**src/rtl/iter_mult_acc.sv**
```systemverilog
// Iterative signed/unsigned WIDTH x WIDTH -> 2*WIDTH multiplier for the HI/LO path.
// It retires BITS_PER_CYCLE multiplier bits per CALC cycle and stops early once
// the remaining multiplier bits are zero. MUL, MADD and MSUB are supported
// against a caller-supplied accumulator. Operands and results use valid/ready
// handshakes, and cancel aborts an in-flight operation.
module iter_mult_acc #(
  parameter int WIDTH          = 32,
  parameter int BITS_PER_CYCLE = 1
) (
  input  logic                 clk,
  input  logic                 resetn,
  input  logic                 in_valid,
  output logic                 in_ready,
  input  logic                 signed_op,
  input  logic [1:0]           mode,
  input  logic [WIDTH-1:0]     op1,
  input  logic [WIDTH-1:0]     op2,
  input  logic [2*WIDTH-1:0]   acc_in,
  input  logic                 cancel,
  output logic                 out_valid,
  input  logic                 out_ready,
  output logic [2*WIDTH-1:0]   result,
  output logic                 busy
);

  localparam int K  = BITS_PER_CYCLE;
  localparam int W2 = 2 * WIDTH;

  typedef enum logic [1:0] {IDLE, CALC, FIX, DONE} state_t;

  state_t            state;
  logic [W2-1:0]     mcand;      // |op1|, shifted left K bits per step
  logic [WIDTH-1:0]  mplier;     // |op2|, shifted right K bits per step
  logic [W2-1:0]     acc;        // unsigned magnitude of the product
  logic [W2-1:0]     acc_in_q;
  logic [1:0]        mode_q;
  logic              neg;

  logic [WIDTH-1:0]  op1_abs;
  logic [WIDTH-1:0]  op2_abs;
  logic [W2-1:0]     acc_step;
  logic [WIDTH-1:0]  mplier_next;
  logic [W2-1:0]     prod;
  logic [W2-1:0]     fix_value;
  logic              accept;

  // Handshake: only an idle, un-cancelled, out-of-reset unit takes operands.
  assign in_ready = (state == IDLE) & ~cancel & resetn;
  assign accept   = in_valid & in_ready;

  // Operand magnitudes, one shift-add step, and the final sign/mode fix-up.
  always_comb begin
    // NOTE: every always_comb output gets a default first so no path can infer a latch.
    op1_abs = op1;
    op2_abs = op2;
    if (signed_op && op1[WIDTH-1]) op1_abs = -op1;
    if (signed_op && op2[WIDTH-1]) op2_abs = -op2;

    acc_step    = acc + mcand * W2'(mplier[K-1:0]);
    mplier_next = mplier >> K;

    prod = neg ? -acc : acc;
    case (mode_q)
      2'b01:   fix_value = acc_in_q + prod;
      2'b10:   fix_value = acc_in_q - prod;
      default: fix_value = prod;
    endcase
  end

  // Control FSM together with the datapath registers it sequences.
  always_ff @(posedge clk) begin
    // NOTE: sequential state uses non-blocking assignments so every register sees pre-edge values.
    if (!resetn) begin
      // NOTE: datapath registers are reset as well, so result reads 0 and no stale operand survives reset.
      state     <= IDLE;
      mcand     <= '0;
      mplier    <= '0;
      acc       <= '0;
      acc_in_q  <= '0;
      mode_q    <= 2'b00;
      neg       <= 1'b0;
      out_valid <= 1'b0;
      busy      <= 1'b0;
      result    <= '0;
    end else begin
      case (state)
        IDLE: begin
          if (accept) begin
            mcand    <= W2'(op1_abs);
            mplier   <= op2_abs;
            neg      <= signed_op & (op1[WIDTH-1] ^ op2[WIDTH-1]);
            mode_q   <= mode;
            acc_in_q <= acc_in;
            acc      <= '0;
            busy     <= 1'b1;
            state    <= CALC;
          end
        end
        CALC: begin
          if (cancel) begin
            busy  <= 1'b0;
            state <= IDLE;
          end else begin
            acc    <= acc_step;
            mcand  <= mcand << K;
            mplier <= mplier_next;
            if (mplier_next == '0) state <= FIX;
          end
        end
        FIX: begin
          if (cancel) begin
            busy  <= 1'b0;
            state <= IDLE;
          end else begin
            result    <= fix_value;
            out_valid <= 1'b1;
            state     <= DONE;
          end
        end
        DONE: begin
          // cancel and out_ready both retire the result slot; cancel just drops it.
          if (cancel || out_ready) begin
            out_valid <= 1'b0;
            busy      <= 1'b0;
            state     <= IDLE;
          end
        end
        default: state <= IDLE;
      endcase
    end
  end

endmodule

```
**config.mk**
```make
export PLATFORM = sky130hd
export DESIGN_NAME = iter_mult_acc
export DESIGN_NICKNAME = d
export VERILOG_FILES = /design/src/rtl/iter_mult_acc.sv
export SDC_FILE = /design/constraint.sdc
export NUM_CORES = 1
export LEC_CHECK = 0
export ABC_AREA = 1
export ABC_CLOCK_PERIOD_IN_PS = 4700
export CELL_PAD_IN_SITES_DETAIL_PLACEMENT = 1
export CELL_PAD_IN_SITES_GLOBAL_PLACEMENT = 2
export CORE_AREA = 3 3 232 462
export CTS_CLUSTER_SIZE = 20
export DETAILED_ROUTE_END_ITERATION = 10
export DIE_AREA = 0 0 235 465
export PLACE_DENSITY_LB_ADDON = 0.12
export RECOVER_POWER = 100
export SYNTH_ARGS = -nofsm -noshare
export SYNTH_HDL_FRONTEND = slang
export SYNTH_SLANG_ARGS = --single-unit
export TNS_END_PERCENT = 10
```
**constraint.sdc**
```tcl
create_clock -name clk -period 4.7 [get_ports clk]
set_input_delay 0.705 -clock clk [delete_from_list [all_inputs] [get_ports clk]]
set_output_delay 0.705 -clock clk [all_outputs]
set_load 0.02 [all_outputs]
```
# [Yosys cells after proc, flatten, opt, wreduce, memory -nomap -nowiden]
# Cells that the tools add are included.
[word_totals] ff_bits=295 output_inout_bits=67 word_cells=73
[classes] add_sub_neg=6 mul=1 n_eq_ne=11 n_mux=25 n_bitwise=6 reduce_logical=14
[ops] cell="one-hot mux 64 bit (2 select lines)" n=3
[ops] cell="2-to-1 mux 64 bit" n=5
[ops] cell="adder 64 bit" n=2
[ops] cell="2-to-1 mux 32 bit" n=4
[ops] cell="multiplier 64 x 1 -> 64 bit" n=1
[ops] cell="negation 32 bit" n=2
[ops] cell="negation 64 bit" n=1
[ops] cell="one-hot mux 32 bit (2 select lines)" n=1
[ops] cell="subtractor 64 bit" n=1
[ops] cell="zero test 32 bit" n=1
[ops] cell="AND reduction 3 bit" n=4
[ops] cell="2-to-1 mux 2 bit" n=5
[ops] cell="!= test 2 bit, second input constant" n=4
[ops] cell="one-hot mux 2 bit (4 select lines)" n=1
[ops] cell="== test 2 bit, second input constant" n=3
[ops] cell="AND 1 bit" n=4
[ops] cell="== test 2 x 1 -> 1 bit, second input constant" n=2
[ops] cell="2-to-1 mux 1 bit" n=4
[ops] cell="AND reduction 2 bit" n=2
[ops] cell="nonzero test 2 bit" n=2
[ops] cell="!= test 3 bit, second input constant" n=1
[ops] cell="one-hot mux 1 bit (3 select lines)" n=1
[ops] cell="logical AND 1 bit" n=2
[ops] cell="zero test 2 bit" n=1
[ops] cell="6 further kinds" n=6

# [Longest topological paths before layout]
[depth] depth_word=6 depth_mapped=33

# [Worst setup path after synthesis]
# No wires, ideal clock.
[synth_timing] path_kind="register to register" start="register acc[1]" end="register result[57]" setup_time_ns=0.122 arrival_time_ns=4.147 t_required_ns=4.578 setup_slack_ns=0.431 path_stages_with_launch=30 n_path_buf=0 period_less_slack_ns=4.269 path_cell_list="dfxtp_1 > inv_1 > ha_1 > o21ai_0 > nand2_1 > nor2_1 > nand2_1 > nor2_1 > nand4_1 > nor2_2 > nand3_1 > inv_1 > nand3_1 > o21ai_0 > xor2_1 > inv_1 > ha_1 > nand2_1 > nor2_1 > inv_1 > nor4_1 > o21ai_0 > nand3_1 > nand2_1 > o211ai_1 > nand2_1 > o21ai_0 > a21oi_1 > o21ai_0 > a21oi_1"
[synth_between] elab_chain_len=4 word_cells_on_any_way=5 classes_between="add/sub (3); mux (2)"
[synth_lines] item="from (decl)" line_no="34" source="logic [W2-1:0] acc;"
[synth_lines] item="from (signal assigned)" line_no="104" source="acc <= acc_step;"
[synth_lines] item="negation 64 bit" line_no="62" source="prod = neg ? -acc : acc;"
[synth_lines] item="2-to-1 mux 64 bit (*)" line_no="62"
[synth_lines] item="subtractor 64 bit / adder 64 bit (equally long branches)" line_no="65, 64"
[synth_lines] item="one-hot mux 64 bit (2 select lines) (*)" line_no="63" source="case (mode_q)"
[synth_lines] item="to (signal assigned)" line_no="115" source="result <= fix_value;"
[synth_lines] item="to (decl)" line_no="22" source="output logic [2*WIDTH-1:0] result,"
# Mark *: on every way between the ends. The rest lies on a longest branch, timed or not.
# A chain may end at the register's enable or synchronous reset.

# [Worst setup path after layout]
[layout_timing] start="register acc[1]" end="register result[45]"
# Same word-level chain as after synthesis.

==> impl_metrics.env <==
export IMPL_status="finished, violations left"
export IMPL_violations="max-capacitance violations, max-slew violations, negative setup slack"
export IMPL_nets=5405
export IMPL_final_core_util=0.369
export IMPL_path_clk_slew_ns=0.06
export IMPL_antenna_found_initial=2
export IMPL_vdd_drop_max_v=0.000285
export IMPL_initial_utilization=0.250
export IMPL_holdPathEnd="acc_in_q[0]$_SDFFE_PN0P_"
export IMPL_drt_total_wl_um=131000
export IMPL_relSlewSlack=-0.835
export IMPL_p_leak_nw=17.5
export IMPL_numPortBuffers=202
export IMPL_yosysTopAreaCellShare=0.227
export IMPL_grt_max_degree=153
export IMPL_critPathKind="flop to flop"
export IMPL_grt_pass1_wl_um=195000
export IMPL_yosys_area_top_type="dfxtp_1"
export IMPL_cts_sinks=295
export IMPL_insertion_delay_ns=0.60
export IMPL_reg2reg_from="acc[1]$_SDFFE_PN0P_"
export IMPL_postSynthAreaPerCell_um2=6.02
export IMPL_worst_slack_ns=-0.0192
export IMPL_hold_class="flop to flop"
export IMPL_gp_congestion=0.891
export IMPL_vias=31700
export IMPL_syn_inst=4312
export IMPL_min_period_over_period=1.00
export IMPL_drt_first_pass_iters=4
export IMPL_worst_pin_slew_ns=2.75
export IMPL_yosys_top_cells_area="dfxtp_1, nand2_1, a21oi_1, inv_1, nor2_1"
export IMPL_die_w_um=235
export IMPL_grt_usage=0.229
export IMPL_setup_tns_final_ns=-0.0201
export IMPL_dp_cells=6377
export IMPL_layout_min_cycle_time_ns=4.72
export IMPL_ys_ff_latch=295
export IMPL_clock_skew_ns=0.0197
export IMPL_critPathSlowestCell="dfxtp_2"
export IMPL_ys_seq_area_frac=0.227
export IMPL_min_from="acc_in_q[0]$_SDFFE_PN0P_"
export IMPL_reg2reg_depth=33
export IMPL_vias_per_cell=4.87
export IMPL_finalSetupViolCount=2
export IMPL_maxSlewViolCount=64
export IMPL_layout_commonest_cell="nand2_1"
export IMPL_worstPathMaxFanout=4
export IMPL_ys_types=62
export IMPL_chipHeight_um=465
export IMPL_cts_root_buf="clkbuf_16"
export IMPL_rsz0062_at_grt="true"
export IMPL_end_kind="flop"
export IMPL_nFillCells=13300
export IMPL_cts_max_path_buffers=3
export IMPL_worstSetupStartpointType="flop"
export IMPL_rows=167
export IMPL_overflow=0
export IMPL_cts_buffers=34
export IMPL_grt_pass1_vias=33900
export IMPL_required_ns=5.14
export IMPL_worstPathArrival_ns=5.16
export IMPL_core_area_um2=104000
export IMPL_layout_common_cells="nand2_1, buf_4, a21oi_1"
export IMPL_drc=0
export IMPL_ios=203
export IMPL_drtAntennaViolNets=0
export IMPL_cts_tree="yes"
export IMPL_synth_nets=4586
export IMPL_hold_depth=2
export IMPL_cts_htree_levels=2
export IMPL_drtIter0Drc=1115
export IMPL_dp_hpwl_um=107000
export IMPL_layout_drive_gt1_share=0.262
export IMPL_instances_no_fill=6504
export IMPL_max_freq_mhz=212
export IMPL_r2r_slack_ns=-0.02
export IMPL_die_area_um2=109000
export IMPL_cellPowerDensity_nw_per_um2=558
export IMPL_critPathMostFrequentCell="buf_6"
export IMPL_maxCapViolations=1
export IMPL_areaGrowthSynthToFinish_pct=47.4
export IMPL_wire_per_inst_um=20.1
export IMPL_hold_viol=0
export IMPL_yosys_warnings=0
export IMPL_syn_cell_area_um2=26000
export IMPL_timing_rr_end="result[45]$_SDFFE_PN0P_"
export IMPL_pre_cts_slack_ns=-0.995
export IMPL_max_stage_delay_ns=0.33
==> how the worst max path moves through the flow <==
stage / from / to / cells after the start
2_1_floorplan: acc[1]$_SDFFE_PN0P_ / result[57]$_SDFFE_PN0P_ / 29
4_1_cts: acc[0]$_SDFFE_PN0P_ / result[45]$_SDFFE_PN0P_ / 31
6_report: acc[1]$_SDFFE_PN0P_ / result[45]$_SDFFE_PN0P_ / 33
5_1_grt: acc[0]$_SDFFE_PN0P_ / result[45]$_SDFFE_PN0P_ / 33
3_5_place_dp: acc[1]$_SDFFE_PN0P_ / result[62]$_SDFFE_PN0P_ / 33
3_3_place_gp: acc[1]$_SDFFE_PN0P_ / result[62]$_SDFFE_PN0P_ / 33
==> cell usage after synthesis (all sizes together) <==
master   instances
nor4            21
a311oi           1
fa               2
or3              1
nand3          289
a211oi           9
clkinv           2
ha             136
buf             26
nor4b            1
o21bai           9
nand4           38
o221a            1
inv            492
clkbuf         134
a21oi          527
a21boi          61
nand2         1047
a22oi            1
o211a            2
o41ai            2
o311ai           1
a21o            12
xnor2           47
nand3b          23
xor2            82
nor3            45
o2111ai          4
o211ai          63
and3             1
nor2           492
and2             2
o221ai           9
o21ai          316
dfxtp          295
or2             28
a211o            1
o31ai            7
a31oi           62
a221oi           3
o21a            17
==> repair_timing <==
item | in CTS | in global routing
cloned | 1 | 0
gates resized for setup | 295 | 345
pin swaps | 90 | 177
hold buffers | 0 | 0
endpoints found under the setup margin | 37 | 39
buffers inserted | 32 | 42
==> cell type report <==
type | instances | area [um^2] | share of cell area
clock buffers | 42 | 902 | 0.0236
multi-input cells | 3364 | 19800 | 0.517
inverters | 494 | 1870 | 0.0488
flip-flops and latches | 295 | 5930 | 0.155
clock inverters | 14 | 179 | 0.00467
well taps | 1352 | 1690 | 0.0442
repair buffers | 942 | 7900 | 0.206
diodes | 1 | 2.50 | 0.0000654
==> registers in the layout, summed over array words and instances, names as in the netlist <==
| name | flops |
|---|---|
| acc | 64 |
| acc_in_q | 64 |
| mcand | 64 |
| result | 64 |
| mplier | 32 |
| mode_q | 2 |
| state | 2 |
| busy | 1 |
| neg | 1 |
| out_valid | 1 |
==> critical path, delay by kind of cell (launching register included) <==
family	cells	cell delay [ns]
flip-flops	1	0.33
XOR/XNOR	2	0.29
AND/OR/NAND/NOR	14	1.62
buffers and inverters	11	1.39
AO/OA/AOI/OAI	5	0.62
adder cells (fa/ha/maj)	1	0.31
==> cells by family (layout without fill, tap and decap cells) <==
logic type,Yosys count,after routing,synth area share
compound gates,1108,1108,0.239
other cells,0,1,0
simple gates,1988,1989,0.327
flops,295,295,0.227
buf+inv,654,1492,0.0955
fa+ha+maj,138,138,0.0671
xor+xnor,129,129,0.0435
==> through the flow <==
| step | cell area, um^2 | total power [W] | hold WS (ns) |
|---|---|---|---|
| 3_5_place_dp | 34300 | 0.0160 | 0.455 |
| 3_3_place_gp | 34300 | 0.0159 | 0.452 |
| 4_1_cts | 36600 | 0.0200 | 0.464 |
| 5_1_grt | 38300 | 0.0229 | 0.482 |
| 6_report | 38300 | 0.0214 | 0.461 |
| 2_1_floorplan | 26000 | 0.00983 | 0.433 |
==> report_power, final <==
part / switching (W) / internal (W)
logic: 0.00875 / 0.00673
clock network: 0.00125 / 0.00154
registers: 0.000275 / 0.00283
total: 0.0103 / 0.0111
==> metal layers <==
metal	track usage	routed length [um]
met5	0	0
met4	0.134	8560
met3	0.0179	2180
met2	0.470	73200
met1	0.218	46700
Power figures use the tool's default switching activity.
